<file path="src/rtl/adam_periph_uart_tx_buf_if.sv">
// ---------------------------------------------------------------------------
// adam_periph_uart_tx_buf_if
// Character stream between the UART register file (master) and the buffered
// transmitter (slave).
//   valid : master has a character on data
//   ready : slave can accept the character this cycle
//   data  : character; the transmitter uses bits [8:0]
// ---------------------------------------------------------------------------
interface adam_periph_uart_tx_buf_if #(
    parameter int DATA_WIDTH = 32
);
    logic                  valid;
    logic                  ready;
    logic [DATA_WIDTH-1:0] data;

    modport master (output valid, output data, input ready);
    modport slave  (input valid, input data, output ready);
endinterface

</file>
<file path="src/rtl/adam_periph_uart_tx_buf.sv">
// ---------------------------------------------------------------------------
// adam_periph_uart_tx_buf
// Buffered UART transmitter: a FIFO of FIFO_DEPTH characters feeding a frame
// serialiser (start, LSB-first data, optional parity, 1 or 2 stop bits), with
// line-break generation and a pause req/ack window for configuration changes.
//   clk, rst_n        : clock, asynchronous active-low reset
//   pause_req/ack     : configuration may change while both are high
//   parity_*          : parity enable, odd/even (or stick value), stick mode
//   data_length       : data bits per frame, clamped to 1..9
//   stop_bits         : 0 = one stop bit, 1 = two
//   baud_rate         : bit period minus one, in clk cycles
//   break_req         : hold tx low (at least one frame time)
//   slv               : character stream in
//   tx                : registered serial output
//   fifo_level/empty  : FIFO status for interrupt logic
//   busy              : serialiser not idle
// ---------------------------------------------------------------------------
module adam_periph_uart_tx_buf #(
    parameter int DATA_WIDTH = 32,
    parameter int FIFO_DEPTH = 8,
    parameter int LVL_W      = $clog2(FIFO_DEPTH + 1)
) (
    input  logic                    clk,
    input  logic                    rst_n,
    input  logic                    pause_req,
    output logic                    pause_ack,
    input  logic                    parity_control,
    input  logic                    parity_select,
    input  logic                    parity_stick,
    input  logic [3:0]              data_length,
    input  logic                    stop_bits,
    input  logic [DATA_WIDTH-1:0]   baud_rate,
    input  logic                    break_req,
    adam_periph_uart_tx_buf_if.slave slv,
    output logic                    tx,
    output logic [LVL_W-1:0]        fifo_level,
    output logic                    fifo_empty,
    output logic                    busy
);

    localparam int PTR_W = $clog2(FIFO_DEPTH);

    localparam logic [2:0] ST_IDLE      = 3'd0;
    localparam logic [2:0] ST_START     = 3'd1;
    localparam logic [2:0] ST_DATA      = 3'd2;
    localparam logic [2:0] ST_PARITY    = 3'd3;
    localparam logic [2:0] ST_STOP      = 3'd4;
    localparam logic [2:0] ST_BREAK     = 3'd5;
    localparam logic [2:0] ST_BREAK_END = 3'd6;

    logic [8:0]            mem [FIFO_DEPTH];
    logic [PTR_W-1:0]      wr_ptr;
    logic [PTR_W-1:0]      rd_ptr;
    logic                  full;
    logic                  push;
    logic                  pop;
    logic                  can_start;

    logic [2:0]            state;
    logic [DATA_WIDTH-1:0] clk_cnt;
    logic [3:0]            bit_cnt;
    logic [3:0]            eff_len;
    logic [3:0]            frame_bits;
    logic [8:0]            shift;
    logic                  parity_acc;
    logic                  bit_end;
    logic                  stop_done;
    logic                  break_done;
    logic                  tx_d;
    logic                  unused_data_hi;

    assign unused_data_hi = ^slv.data[DATA_WIDTH-1:9];

    assign full       = (fifo_level == LVL_W'(FIFO_DEPTH));
    assign fifo_empty = (fifo_level == '0);
    assign slv.ready  = !full && !pause_req && !pause_ack;
    assign push       = slv.valid && slv.ready;
    assign busy       = (state != ST_IDLE);

    // Clamp the data length to the supported 1..9 range.
    always_comb begin
        eff_len = data_length;
        if (data_length == 4'd0) begin
            eff_len = 4'd1;
        end else if (data_length > 4'd9) begin
            eff_len = 4'd9;
        end
    end

    // Break minimum length, in bits, is one full frame with the current config.
    assign frame_bits = 4'd2 + eff_len + {3'b000, parity_control} + {3'b000, stop_bits};

    // All counter tests use >= so a config change mid-frame cannot strand the FSM.
    assign bit_end    = (clk_cnt >= baud_rate);
    assign stop_done  = bit_end && (bit_cnt >= {3'b000, stop_bits});
    assign break_done = (bit_cnt >= frame_bits) ||
                        (bit_end && ((bit_cnt + 4'd1) >= frame_bits));

    // A new frame may start from IDLE or straight out of the last stop bit,
    // which is what makes back-to-back frames gap-free. A break request
    // always wins over a queued character.
    assign can_start = !fifo_empty && !pause_req && !pause_ack && !break_req;
    assign pop = can_start && ((state == ST_IDLE) || ((state == ST_STOP) && stop_done));

    // Line level for the current state; tx is this value delayed by one register.
    always_comb begin
        tx_d = 1'b1;
        case (state)
            ST_START:  tx_d = 1'b0;
            ST_DATA:   tx_d = shift[0];
            ST_PARITY: tx_d = parity_stick ? parity_select : (parity_acc ^ parity_select);
            ST_BREAK:  tx_d = 1'b0;
            default:   tx_d = 1'b1;
        endcase
    end

    // FIFO storage; contents need no reset because level/pointers gate them.
    always_ff @(posedge clk) begin
        if (push) begin
            mem[wr_ptr] <= slv.data[8:0];
        end
    end

    // FIFO pointers and level; pointers wrap naturally (depth is a power of two).
    always_ff @(posedge clk or negedge rst_n) begin
        if (!rst_n) begin
            wr_ptr     <= '0;
            rd_ptr     <= '0;
            fifo_level <= '0;
        end else begin
            if (push) begin
                wr_ptr <= wr_ptr + 1'b1;
            end
            if (pop) begin
                rd_ptr <= rd_ptr + 1'b1;
            end
            if (push && !pop) begin
                fifo_level <= fifo_level + 1'b1;
            end else if (pop && !push) begin
                fifo_level <= fifo_level - 1'b1;
            end
        end
    end

    // Frame serialiser. pause_ack only tracks pause_req while idle, so any
    // frame or break in progress finishes before the pause is granted.
    always_ff @(posedge clk or negedge rst_n) begin
        if (!rst_n) begin
            state      <= ST_IDLE;
            clk_cnt    <= '0;
            bit_cnt    <= '0;
            shift      <= '0;
            parity_acc <= 1'b0;
            tx         <= 1'b1;
            pause_ack  <= 1'b1;
        end else begin
            tx <= tx_d;
            if (state == ST_IDLE) begin
                pause_ack <= pause_req;
            end
            case (state)
                ST_IDLE: begin
                    clk_cnt <= '0;
                    bit_cnt <= '0;
                    if (break_req && !pause_req && !pause_ack) begin
                        state <= ST_BREAK;
                    end else if (pop) begin
                        shift      <= mem[rd_ptr];
                        parity_acc <= 1'b0;
                        state      <= ST_START;
                    end
                end
                ST_START: begin
                    if (bit_end) begin
                        clk_cnt <= '0;
                        bit_cnt <= '0;
                        state   <= ST_DATA;
                    end else begin
                        clk_cnt <= clk_cnt + 1'b1;
                    end
                end
                ST_DATA: begin
                    if (bit_end) begin
                        clk_cnt    <= '0;
                        shift      <= {1'b0, shift[8:1]};
                        parity_acc <= parity_acc ^ shift[0];
                        if ((bit_cnt + 4'd1) >= eff_len) begin
                            bit_cnt <= '0;
                            state   <= parity_control ? ST_PARITY : ST_STOP;
                        end else begin
                            bit_cnt <= bit_cnt + 4'd1;
                        end
                    end else begin
                        clk_cnt <= clk_cnt + 1'b1;
                    end
                end
                ST_PARITY: begin
                    if (bit_end) begin
                        clk_cnt <= '0;
                        bit_cnt <= '0;
                        state   <= ST_STOP;
                    end else begin
                        clk_cnt <= clk_cnt + 1'b1;
                    end
                end
                ST_STOP: begin
                    if (bit_end) begin
                        clk_cnt <= '0;
                        if (stop_done) begin
                            bit_cnt <= '0;
                            if (pop) begin
                                shift      <= mem[rd_ptr];
                                parity_acc <= 1'b0;
                                state      <= ST_START;
                            end else begin
                                state <= ST_IDLE;
                            end
                        end else begin
                            bit_cnt <= bit_cnt + 4'd1;
                        end
                    end else begin
                        clk_cnt <= clk_cnt + 1'b1;
                    end
                end
                ST_BREAK: begin
                    // Leave as soon as the minimum is met and the request is gone,
                    // not only on a bit boundary. bit_cnt saturates at frame_bits.
                    if (break_done && !break_req) begin
                        clk_cnt <= '0;
                        bit_cnt <= '0;
                        state   <= ST_BREAK_END;
                    end else if (bit_end) begin
                        clk_cnt <= '0;
                        if (bit_cnt < frame_bits) begin
                            bit_cnt <= bit_cnt + 4'd1;
                        end
                    end else begin
                        clk_cnt <= clk_cnt + 1'b1;
                    end
                end
                ST_BREAK_END: begin
                    if (bit_end) begin
                        clk_cnt <= '0;
                        state   <= ST_IDLE;
                    end else begin
                        clk_cnt <= clk_cnt + 1'b1;
                    end
                end
                default: begin
                    state <= ST_IDLE;
                end
            endcase
        end
    end

endmodule
</file>
<file path="src/flat_wrapper.sv">
// flat-port wrapper written by rule: the top's interface ports become plain ports
module adam_periph_uart_tx_buf_flat 
#(
    parameter int DATA_WIDTH = 32,
    parameter int FIFO_DEPTH = 8,
    parameter int LVL_W      = $clog2(FIFO_DEPTH + 1)
)
  (clk, rst_n, pause_req, pause_ack, parity_control, parity_select, parity_stick, data_length, stop_bits, baud_rate, break_req, tx, fifo_level, fifo_empty, busy, slv_valid, slv_data, slv_ready);
  adam_periph_uart_tx_buf_if #(.DATA_WIDTH(DATA_WIDTH)) slv_i ();
  input  logic clk;
  input  logic rst_n;
  input  logic pause_req;
  output logic pause_ack;
  input  logic parity_control;
  input  logic parity_select;
  input  logic parity_stick;
  input  logic [3:0] data_length;
  input  logic stop_bits;
  input  logic [DATA_WIDTH-1:0] baud_rate;
  input  logic break_req;
  output logic tx;
  output logic [LVL_W-1:0] fifo_level;
  output logic fifo_empty;
  output logic busy;
  input wire logic [$bits(slv_i.valid)-1:0] slv_valid;
  input wire logic [$bits(slv_i.data)-1:0] slv_data;
  output wire logic [$bits(slv_i.ready)-1:0] slv_ready;
  assign slv_i.valid = slv_valid;
  assign slv_i.data = slv_data;
  assign slv_ready = slv_i.ready;
  adam_periph_uart_tx_buf #(.DATA_WIDTH(DATA_WIDTH), .FIFO_DEPTH(FIFO_DEPTH), .LVL_W(LVL_W)) u_core (.clk(clk), .rst_n(rst_n), .pause_req(pause_req), .pause_ack(pause_ack), .parity_control(parity_control), .parity_select(parity_select), .parity_stick(parity_stick), .data_length(data_length), .stop_bits(stop_bits), .baud_rate(baud_rate), .break_req(break_req), .slv(slv_i), .tx(tx), .fifo_level(fifo_level), .fifo_empty(fifo_empty), .busy(busy));
endmodule
</file>
<file path="config.mk">
export PLATFORM = sky130hd
export DESIGN_NAME = adam_periph_uart_tx_buf_flat
export DESIGN_NICKNAME = d
export VERILOG_FILES = /design/src/rtl/adam_periph_uart_tx_buf_if.sv /design/src/rtl/adam_periph_uart_tx_buf.sv /design/src/flat_wrapper.sv
export SDC_FILE = /design/constraint.sdc
export NUM_CORES = 1
export LEC_CHECK = 0
export ABC_AREA = 1
export CORE_ASPECT_RATIO = 0.5
export CORE_MARGIN = 3
export CORE_UTILIZATION = 30
export CTS_BUF_LIST = sky130_fd_sc_hd__clkbuf_2 sky130_fd_sc_hd__clkbuf_4 sky130_fd_sc_hd__clkbuf_8
export DETAILED_ROUTE_END_ITERATION = 6
export GPL_TIMING_DRIVEN = 0
export PLACE_DENSITY = 0.52
export SYNTH_ARGS = -nofsm -noshare
export SYNTH_HDL_FRONTEND = slang
export SYNTH_SLANG_ARGS = --single-unit
</file>
<file path="constraint.sdc">
create_clock -name clk -period 3.6 [get_ports clk]
set_input_delay 0.36 -clock clk [delete_from_list [all_inputs] [get_ports clk]]
set_output_delay 0.36 -clock clk [all_outputs]
set_load 0.02 [all_outputs]
</file>
==> impl_metrics.csv, run 1 <==
group,metric,value,unit
status,outcome,"completed",
global_route,grt_pass1_wl,34.2,mm
cells_and_area,nFillCells,2641,
power,power_density,584,mW/mm^2
routing,first_pass_iters,5,
clock_network,h-tree-depth,4,
routing,drc_errors,0,
synth,synthDominantCellAreaShare,26.6,%
power,peakVddDrop,230,uV
clock_network,cts_hold_buf,0,
floorplan,initial_utilization,31.3,%
cells_and_area,nets,1151,
synth,syn-num-nets,1070,
power,p_leak,0.00389,uW
cells_and_area,syn_to_final_growth,17.9,%
cells_and_area,stdcell_count,1380,
clock_network,cts_setup_buffers,0,
cells_and_area,register_area,0.00369,sq mm
cells_and_area,layout-drive-gt1-share,8.69,%
placed_design,numPortBuffers,62,
timing,worst_pin_slew,1.11,ns
clock_network,cts_made_buffers,17,
routing,wl_per_cell,15.3,microns
synth,synthTopCellsByArea,"edfxtp_1 (27%), dfrtp_1 (18%), nand2_1 (7.7%)",
clock_network,post_cts_resize_count,0,
cells_and_area,multi_input_area,0.00382,sq mm
worst_setup_path,path_delay_family,"simple AND/OR/NAND/NOR gates",
worst_setup_path,cpPeakStageDelay,0.44,ns
timing,rsz0062_at_grt,"false",
routing,dr_total_vias,6752,
cells_and_area,antenna_cells,0,
timing,setup_viol,0,
worst_setup_path,path_buf_inv,2,
worst_setup_path,critPathCaptureType,"register",
floorplan,dieArea,0.0292,sq mm
cells_and_area,final_util,36.9,%
worst_setup_path,critPathRequiredTime,3.95,ns
worst_setup_path,cp_max_fo,8,
clock_network,clk_pin_slew,0.09,ns
synth,synth_area,0.00812,sq mm
worst_setup_path,cpMostUsedCell,"nand2_1",
timing,hold_viol_final,0,
timing,finalSetupTns,0,ns
synth,yosysSeqAreaShare,45.5,%
hold_path,hp-class,"input port to asynchronous set/reset pin",
floorplan,ios,86,
global_route,grt_pass1_vias,6481,
job,drv_cap,0,
power,finalPower,5580,uW
floorplan,placementRows,41,
clock_network,worstSkewPairLatency,0.46,ns
synth,synthCells,942,
timing,max_freq,315,MHz
worst_setup_path,critPathKind,"register to register",
timing,slew_headroom,25.9,%
routing,via_per_inst,4.89,
global_route,grt.total_usage,14.8,%
timing,slew_viol_final,0,
worst_setup_path,cp_data_arrival_time,3.52,ns
worst_setup_path,cp_slowest_cell,"dfrtp_1",
global_route,antenna_found_initial,0,
clock_network,cts_tree,"yes",
timing,fin_skew,0.0135,ns
floorplan,core,0.0259,sq mm
worst_setup_path,startpoint_type,"register",
global_route,grt_max_degree,62,
placed_design,gp_congestion,0.872,
placed_design,hpwl,15.3,mm
clock_network,cts_num_sinks,133,
floorplan,die_h,122,microns
synth,yosysTopAreaCell,"edfxtp_1",
clock_network,clk_path_buf_depth,2,
synth,synth_cell_types,49,
synth,syn_avg_cell_area,8.61,sq um
clock_network,root_buffer,"clkbuf_8",
floorplan,die-width,239,microns
timing,period_share,88.1,%
timing,holdWs,0.00327,ns
routing,drt_wl_total,21.1,mm
timing,post-route-min-period,3.17,ns
global_route,grt_remaining_overflow,0,
worst_setup_path,path_cells,"ha_1 > nand2_1 > inv_1 > nand2_2 > nor2_1 > nor2_1 > nand2_1 > nand2_1 > nand2_1 > nand2_2 > nand2_4 > nand2_4 > nand2_4 > nand2_4 > ha_1 > inv_1 > ha_1 > a21o_1 > a21oi_1 > nor2_1 > nor2_1 > nand2_1 > xor2_1",
routing,ant_nets,0,
placed_design,place_inst,1348,
synth,yosysWarnings,0,
routing,first_iter_violations,653,
synth,synth_seq_cells,133,
[routing by layer]
metal  GRT usage [%]  wire, microns  up-vias
li1                -              -     3376
met1            19.8           9980     3220
met2            25.2          10000      140
met3            3.08            940       16
met4            2.90            199        0
met5               0              0        -
[through the flow]
| step | setup slack (ns) | area [sq um] |
|---|---|---|
| after floorplan | 0.552 | 8120 |
| after global placement | -0.138 | 9170 |
| after detailed placement | -0.0549 | 9160 |
| after CTS | 0.349 | 9570 |
| after global routing | 0.0992 | 9570 |
| final | 0.429 | 9570 |
[power breakdown]
group          total, uW  internal (uW)  switching (uW)
logic               2310            795            1520
clock network       1310            633             679
registers           1960           1820             139
total               5580           3250            2340
[Yosys cell counts (all sizes together)]
cell / count
o21ai: 77
a31oi: 8
nand3b: 11
or2: 3
buf: 14
o21a: 2
dfrtp: 59
a21oi: 31
nand2: 179
dfstp: 2
nor4b: 1
xor2: 24
xnor2: 9
o21bai: 2
a311oi: 1
inv: 116
a21boi: 1
nand4: 26
o221ai: 11
clkinv: 3
clkbuf: 17
a21o: 1
nor4: 9
fa: 2
edfxtp: 72
a211oi: 1
nand3: 44
nor2: 124
o22ai: 16
a221oi: 2
nor3: 16
ha: 49
mux2: 1
o211ai: 8
[area by class of cell]
| cell class | count | area share (%) |
|---|---|---|
| multi-input combinational | 659 | 39.9 |
| sequential | 133 | 38.6 |
| timing repair buffer | 62 | 6.46 |
| inverter | 119 | 4.67 |
| tap | 344 | 4.50 |
| clock buffer | 17 | 2.45 |
| clock inverter | 15 | 1.75 |
| buffer | 31 | 1.65 |
[layout by cell type (no fill, tap or decap), types with 5 or more instances in the layout]
cell / Yosys / routed
xor2_1: 24 / 24
inv_1: 111 / 111
buf_4: 4 / 5
o21ai_2: 10 / 10
a21oi_1: 30 / 30
dfrtp_1: 59 / 59
nand4_1: 26 / 26
ha_1: 49 / 49
nor2_1: 121 / 121
nand2_2: 7 / 7
o22ai_1: 16 / 16
nor4_1: 7 / 7
o221ai_1: 11 / 11
inv_6: 0 / 5
buf_2: 6 / 6
nand2_4: 6 / 6
xnor2_1: 9 / 9
clkbuf_1: 17 / 17
o211ai_1: 8 / 8
clkbuf_8: 0 / 17
nand3_1: 42 / 42
o21ai_1: 5 / 5
a31oi_1: 8 / 8
edfxtp_1: 72 / 72
o21ai_0: 62 / 62
inv_2: 5 / 5
clkdlybuf4s50_1: 0 / 61
nand2_1: 166 / 166
nor3_1: 12 / 12
nand3b_1: 11 / 11
[kinds of logic (layout without fill, tap and decap cells)]
logic type,count (synthesis),after routing,share of synthesized area (%)
simple gates,413,413,23.3
compound gates,161,161,12.0
buf+inv,150,244,7.45
flops,133,133,45.5
fa+ha+maj,51,51,8.05
xor+xnor,33,33,3.56
mux,1,1,0.139
[registers in the layout (all words and copies together) (netlist names)]
name / cells
u_core.rd_ptr: 3
u_core.mem: 72
u_core.shift: 9
u_core.wr_ptr: 3
u_core.state: 3
u_core.fifo_level: 4
u_core.tx: 1
u_core.clk_cnt: 32
u_core.bit_cnt: 4
u_core.parity_acc: 1
u_core.pause_ack: 1
[final timing paths]
kind	startpoint	end	slack [ns]	cells after the start
worst min-delay path	rst_n	u_core.clk_cnt[22]	0.003	1
worst min register to register	u_core.pause_ack	u_core.pause_ack	0.49	2
min in group clk	pause_req	u_core.pause_ack	0.45	3
worst max register to register	u_core.clk_cnt[5]	u_core.fifo_level[3]	0.43	23
worst max-delay path	u_core.clk_cnt[5]	u_core.fifo_level[3]	0.43	23
max in group asynchronous	rst_n	u_core.bit_cnt[1]	3.07	1
(Power assumes the default switching activity.)
==> run 2: changes to the inputs <==
--- a/config.mk
+++ b/config.mk
@@ -12,7 +12,7 @@
 export CTS_BUF_LIST = sky130_fd_sc_hd__clkbuf_2 sky130_fd_sc_hd__clkbuf_4 sky130_fd_sc_hd__clkbuf_8
 export DETAILED_ROUTE_END_ITERATION = 6
 export GPL_TIMING_DRIVEN = 0
-export PLACE_DENSITY = 0.52
+export PLACE_DENSITY = 0.6
 export SYNTH_ARGS = -nofsm -noshare
 export SYNTH_HDL_FRONTEND = slang
 export SYNTH_SLANG_ARGS = --single-unit
==> constraint.sdc (replaced) <==
create_clock -name clk -period 3 [get_ports clk]
set_input_delay 0.3 -clock clk [delete_from_list [all_inputs] [get_ports clk]]
set_output_delay 0.3 -clock clk [all_outputs]
set_load 0.02 [all_outputs]
==> run 2 against run 1 <==
Net effect: setup slack worse by 0.31 ns; power up 25%; via count up 2.6%; sequential share of layout area shrank 1.3 points; critical path depth fell by 2; critical path type unchanged.
==> impl_metrics.csv, run 2 (synthesized netlist as in run 1, its figures left out) <==
group,metric,value,unit
status,outcome,"completed",
timing,post-route-min-period,2.88,ns
clock_network,cts_made_buffers,17,
cells_and_area,final_util,38.2,%
routing,wl_per_cell,15.3,microns
job,drv_cap,0,
cells_and_area,top_regs,"u_core.mem x72, u_core.clk_cnt x32, u_core.shift x9",
clock_network,clk_path_buf_depth,2,
timing,holdWs,0.441,ns
placed_design,gp_congestion,0.904,
worst_setup_path,cp_max_fo,4,
clock_network,cts_num_sinks,133,
cells_and_area,final_common_cell,"nand2_1",
cells_and_area,nFillCells,2530,
timing,fin_skew,0.0136,ns
worst_setup_path,cp_data_arrival_time,3.22,ns
global_route,grt_max_degree,62,
global_route,grt.total_usage,14.8,%
timing,rsz0062_at_grt,"true",
power,seq_power_share,33.9,%
worst_setup_path,critPathCaptureType,"register",
placed_design,numPortBuffers,62,
floorplan,dieArea,0.0292,sq mm
clock_network,clk_pin_slew,0.09,ns
worst_setup_path,endpoint,"u_core.fifo_level[3]",
power,power.share.clock,23.5,%
cells_and_area,nets,1169,
cells_and_area,syn_to_final_growth,22.0,%
floorplan,placementRows,41,
clock_network,root_buffer,"clkbuf_8",
global_route,grt_remaining_overflow,0,
power,p_leak,0.00400,uW
worst_setup_path,r2r_start,"u_core.clk_cnt[3]",
power,p_switching,2870,uW
power,pwr-share-comb,42.6,%
worst_setup_path,startpoint_type,"register",
worst_setup_path,reg2reg_depth,21,
power,peakVddDrop,318,uV
cells_and_area,largest_reg_flops,72,
cells_and_area,antenna_cells,0,
routing,first_pass_iters,5,
hold_path,holdCritStartpoint,"pause_req",
worst_setup_path,r2r_slack,0.12,ns
routing,ant_nets,0,
worst_setup_path,path_cells,"ha_4 > nand4_1 > nor2_2 > nor2_1 > nand2_1 > nand2_1 > nand2_2 > nand2_2 > nand2_4 > nand2_4 > nand2_4 > nand2_8 > ha_4 > inv_4 > ha_4 > a21o_1 > a21oi_2 > nor2_1 > nor2_1 > nand2_1 > xor2_1",
timing,period_share,96.0,%
placed_design,place_inst,1348,
worst_setup_path,cp_slowest_cell,"dfrtp_2",
hold_path,hp-class,"input port to register",
cells_and_area,layout_common_cells,"nand2_1 (165), nor2_1 (119), inv_1 (110)",
cells_and_area,stdcell_count,1398,
placed_design,hpwl,15.1,mm
timing,hold_viol_final,0,
timing,setup_viol,0,
worst_setup_path,cpPeakStageDelay,0.45,ns
floorplan,core,0.0259,sq mm
power,finalPower,6960,uW
cells_and_area,regMostFlops,"u_core.mem",
global_route,antenna_found_initial,0,
routing,drc_errors,0,
routing,dr_total_vias,6930,
global_route,grt_pass1_vias,6692,
worst_setup_path,critPathRequiredTime,3.34,ns
clock_network,cts_tree,"yes",
routing,first_iter_violations,572,
floorplan,initial_utilization,31.3,%
worst_setup_path,r2r-end,"u_core.fifo_level[3]",
worst_setup_path,critPathKind,"register to register",
floorplan,ios,86,
cells_and_area,layout-drive-gt1-share,12.1,%
floorplan,die_h,122,microns
timing,slew_headroom,23.9,%
clock_network,worstSkewPairLatency,0.45,ns
clock_network,h-tree-depth,4,
routing,drt_wl_total,21.4,mm
routing,via_per_inst,4.96,
timing,worst_pin_slew,1.14,ns
power,p_int,4090,uW
timing,finalSetupTns,0,ns
floorplan,die-width,239,microns
hold_path,whs_path_depth,3,
power,power_density,703,mW/mm^2
timing,max_freq,347,MHz
global_route,grt_pass1_wl,34.3,mm
power,netSwitchingFraction,41.2,%
timing,slew_viol_final,0,
worst_setup_path,crit_start,"u_core.clk_cnt[3]",
## run 2: layout make-up
class	count	area [sq um]	share of cell area [%]
Buffer	31	158	1.59
Clock buffer	18	241	2.44
Clock inverter	14	174	1.76
Inverter	119	452	4.56
Multi-Input combinational cell	659	3990	40.3
Sequential cell	133	3690	37.3
Tap cell	344	430	4.35
Timing Repair Buffer	80	761	7.68
## run 2: layer usage
| metal | GRT usage, % | wire (microns) | part of all wire [%] |
|---|---|---|---|
| met2 | 25.6 | 10300 | 48 |
| met1 | 19.1 | 9510 | 45 |
| met4 | 4.00 | 284 | 1.3 |
| met5 | 0 | 0 | 0 |
| met3 | 2.92 | 1260 | 5.9 |
## run 2: what timing repair did
action,in CTS,in global routing
setup buffers,7,10
hold buffers,1,0
pin swaps,0,16
resized for setup,7,25
endpoints found under the setup margin,11,38
hold endpoints to repair,59,0
## run 2: worst min path at each step
stage | endpoint
floorplan | u_core.bit_cnt[0]
global placement | u_core.pause_ack
detailed placement | u_core.clk_cnt[15]
CTS | u_core.pause_ack
global route | u_core.pause_ack
finish | u_core.pause_ack
## run 2: worst max-delay path: cells and delay by family, from the launching register on
kind                       cells  cell delay (ns)
DFF                            1             0.45
xor gates and xnor gates       1             0.13
adders and majority gates      3             0.66
buffers and inverters          1             0.07
and+or+nand+nor               14             1.16
AOI/OAI and AO/OA              2             0.31
## run 2: metrics by stage
| step | setup slack [ns] | instance area (sq um) |
|---|---|---|
| global placement | -0.624 | 9170 |
| finish | 0.120 | 9900 |
| detailed placement | -0.625 | 9170 |
| global route | -0.0679 | 9900 |
| CTS | -0.0165 | 9680 |
| floorplan | 0.209 | 8120 |
## run 2: power groups by stage
stage | Combinational [uW] | Clock [uW] | Sequential [uW]
after floorplan | 1860 | 0 | 2400
after global placement | 2710 | 0 | 2390
after detailed placement | 2760 | 0 | 2400
after CTS | 2830 | 1650 | 2360
after global routing | 3300 | 1730 | 2390
final | 2960 | 1630 | 2360
==> run 3: changes to the inputs <==
==> constraint.sdc (replaced) <==
create_clock -name clk -period 3.33 [get_ports clk]
set_input_delay 0.333 -clock clk [delete_from_list [all_inputs] [get_ports clk]]
set_output_delay 0.333 -clock clk [all_outputs]
set_load 0.02 [all_outputs]
==> run 3 against run 2 <==
Net effect: clock power fell by 11%; first-iteration DRC count decreased by 15%; cell area fell by 2.7%; setup slack improved by 0.10 ns; largest power group unchanged.
==> impl_metrics.csv, run 3 (synthesized netlist as in run 1, its figures left out) <==
group,metric,value,unit
clock_network,h-tree-depth,4,
timing,max_freq,322,MHz
worst_setup_path,cp_max_fo,7,
timing,slew_viol_final,0,
cells_and_area,regMostFlops,"u_core.mem",
routing,drt_wl_total,20.7,mm
job,drv_cap,0,
routing,drc_errors,0,
cells_and_area,layout-drive-gt1-share,9.61,%
hold_path,hp-class,"input port to register",
floorplan,die-width,239,microns
timing,setup_viol,0,
routing,dr_total_vias,6791,
global_route,grt_remaining_overflow,0,
power,finalPower,6060,uW
floorplan,placementRows,41,
cells_and_area,largest_reg_flops,72,
cells_and_area,antenna_cells,0,
global_route,grt_pass1_wl,33.6,mm
clock_network,clk_pin_slew,0.09,ns
status,outcome,"completed",
clock_network,cts_tree,"yes",
timing,slew_headroom,27.7,%
global_route,grt_pass1_vias,6682,
routing,first_iter_violations,486,
floorplan,ios,86,
placed_design,place_inst,1348,
routing,ant_nets,0,
cells_and_area,top_regs,"u_core.mem x72, u_core.clk_cnt x32, u_core.shift x9",
floorplan,core,0.0259,sq mm
worst_setup_path,cp_data_arrival_time,3.44,ns
worst_setup_path,critPathCaptureType,"register",
worst_setup_path,startpoint_type,"register",
clock_network,root_buffer,"clkbuf_8",
timing,period_share,93.2,%
worst_setup_path,critPathKind,"register to register",
power,p_leak,0.00392,uW
clock_network,cts_num_sinks,133,
timing,hold_viol_final,0,
global_route,antenna_found_initial,0,
cells_and_area,final_common_cell,"nand2_1",
clock_network,worstSkewPairLatency,0.45,ns
floorplan,die_h,122,microns
routing,wl_per_cell,14.9,microns
cells_and_area,nets,1156,
cells_and_area,layout_common_cells,"nand2_1 (165), nor2_1 (121), inv_1 (111)",
worst_setup_path,critPathRequiredTime,3.66,ns
clock_network,cts_made_buffers,17,
power,power_density,629,mW/mm^2
placed_design,numPortBuffers,62,
placed_design,gp_congestion,0.875,
timing,post-route-min-period,3.10,ns
cells_and_area,syn_to_final_growth,18.7,%
global_route,grt_max_degree,62,
power,peakVddDrop,280,uV
timing,worst_pin_slew,1.08,ns
floorplan,dieArea,0.0292,sq mm
routing,via_per_inst,4.90,
global_route,grt.total_usage,14.5,%
cells_and_area,stdcell_count,1385,
placed_design,hpwl,15.1,mm
clock_network,clk_path_buf_depth,2,
routing,first_pass_iters,5,
timing,finalSetupTns,0,ns
floorplan,initial_utilization,31.3,%
timing,fin_skew,0.0125,ns
cells_and_area,final_util,37.2,%
[run 3: repair_timing]
item,4_1_cts,5_1_grt
hold endpoints to repair,22,0
hold buffers,1,0
setup buffers,0,4
resized for setup,0,5
endpoints found under the setup margin,0,1
[run 3: final cells by class]
| cell class | instances | area (sq um) |
|---|---|---|
| clock inverters | 14 | 175 |
| repair buffers | 67 | 658 |
| flip-flops and latches | 133 | 3690 |
| clock buffers | 18 | 241 |
| fillers | 2578 | 16300 |
| inverters | 119 | 447 |
| plain buffers | 31 | 158 |
| multi-input cells | 659 | 3830 |
| well taps | 344 | 430 |
[run 3: report_power, final]
group	internal [uW]	leakage [uW]	switching [uW]
combinational	866	0.00226	1630
clock	759	0.000209	695
sequential	1970	0.00145	150
total	3590	0.00392	2470
[run 3: through the flow]
stage / instance area, sq um / setup WS [ns] / hold WS, ns
after CTS: 9590 / 0.0912 / 0.429
after floorplan: 8120 / 0.282 / 0.0374
after global placement: 9170 / -0.284 / 0.462
after global routing: 9630 / -0.00905 / 0.443
final: 9630 / 0.225 / 0.444
after detailed placement: 9160 / -0.284 / 0.473
[run 3: layer usage]
layer  wire length, microns  up-vias  GRT usage [%]
met2                  10100      158           25.6
met3                    903       23           2.58
li1                       -     3386              -
met5                      0        -              0
met4                    323        0           4.56
met1                   9400     3224           18.2
[run 3: final timing paths]
check                      slack (ns)              endpoint  depth (start not counted)                from
setup / recovery                 0.23  u_core.fifo_level[3]                         19  u_core.clk_cnt[21]
max in group asynchronous        2.26     u_core.clk_cnt[5]                          2               rst_n
hold reg to reg                  0.48      u_core.pause_ack                          2    u_core.pause_ack
setup reg to reg                 0.23  u_core.fifo_level[3]                         19  u_core.clk_cnt[21]
min in group asynchronous        0.51    u_core.clk_cnt[13]                          2               rst_n
hold / removal                   0.44      u_core.pause_ack                          3           pause_req
[run 3: critical path, stage by stage (launching register included)]
cell	delay, ns
dfrtp_1	0.49
ha_1	0.34
nand2_1	0.05
nor2_1	0.18
nand4_1	0.12
nor2_1	0.13
nand2_2	0.08
nand2_4	0.12
nand2_4	0.08
nand2_4	0.08
nand2_4	0.08
ha_2	0.23
inv_1	0.11
ha_1	0.24
a21o_1	0.19
a21oi_2	0.13
nor2_1	0.05
nor2_1	0.08
nand2_1	0.06
xor2_1	0.13
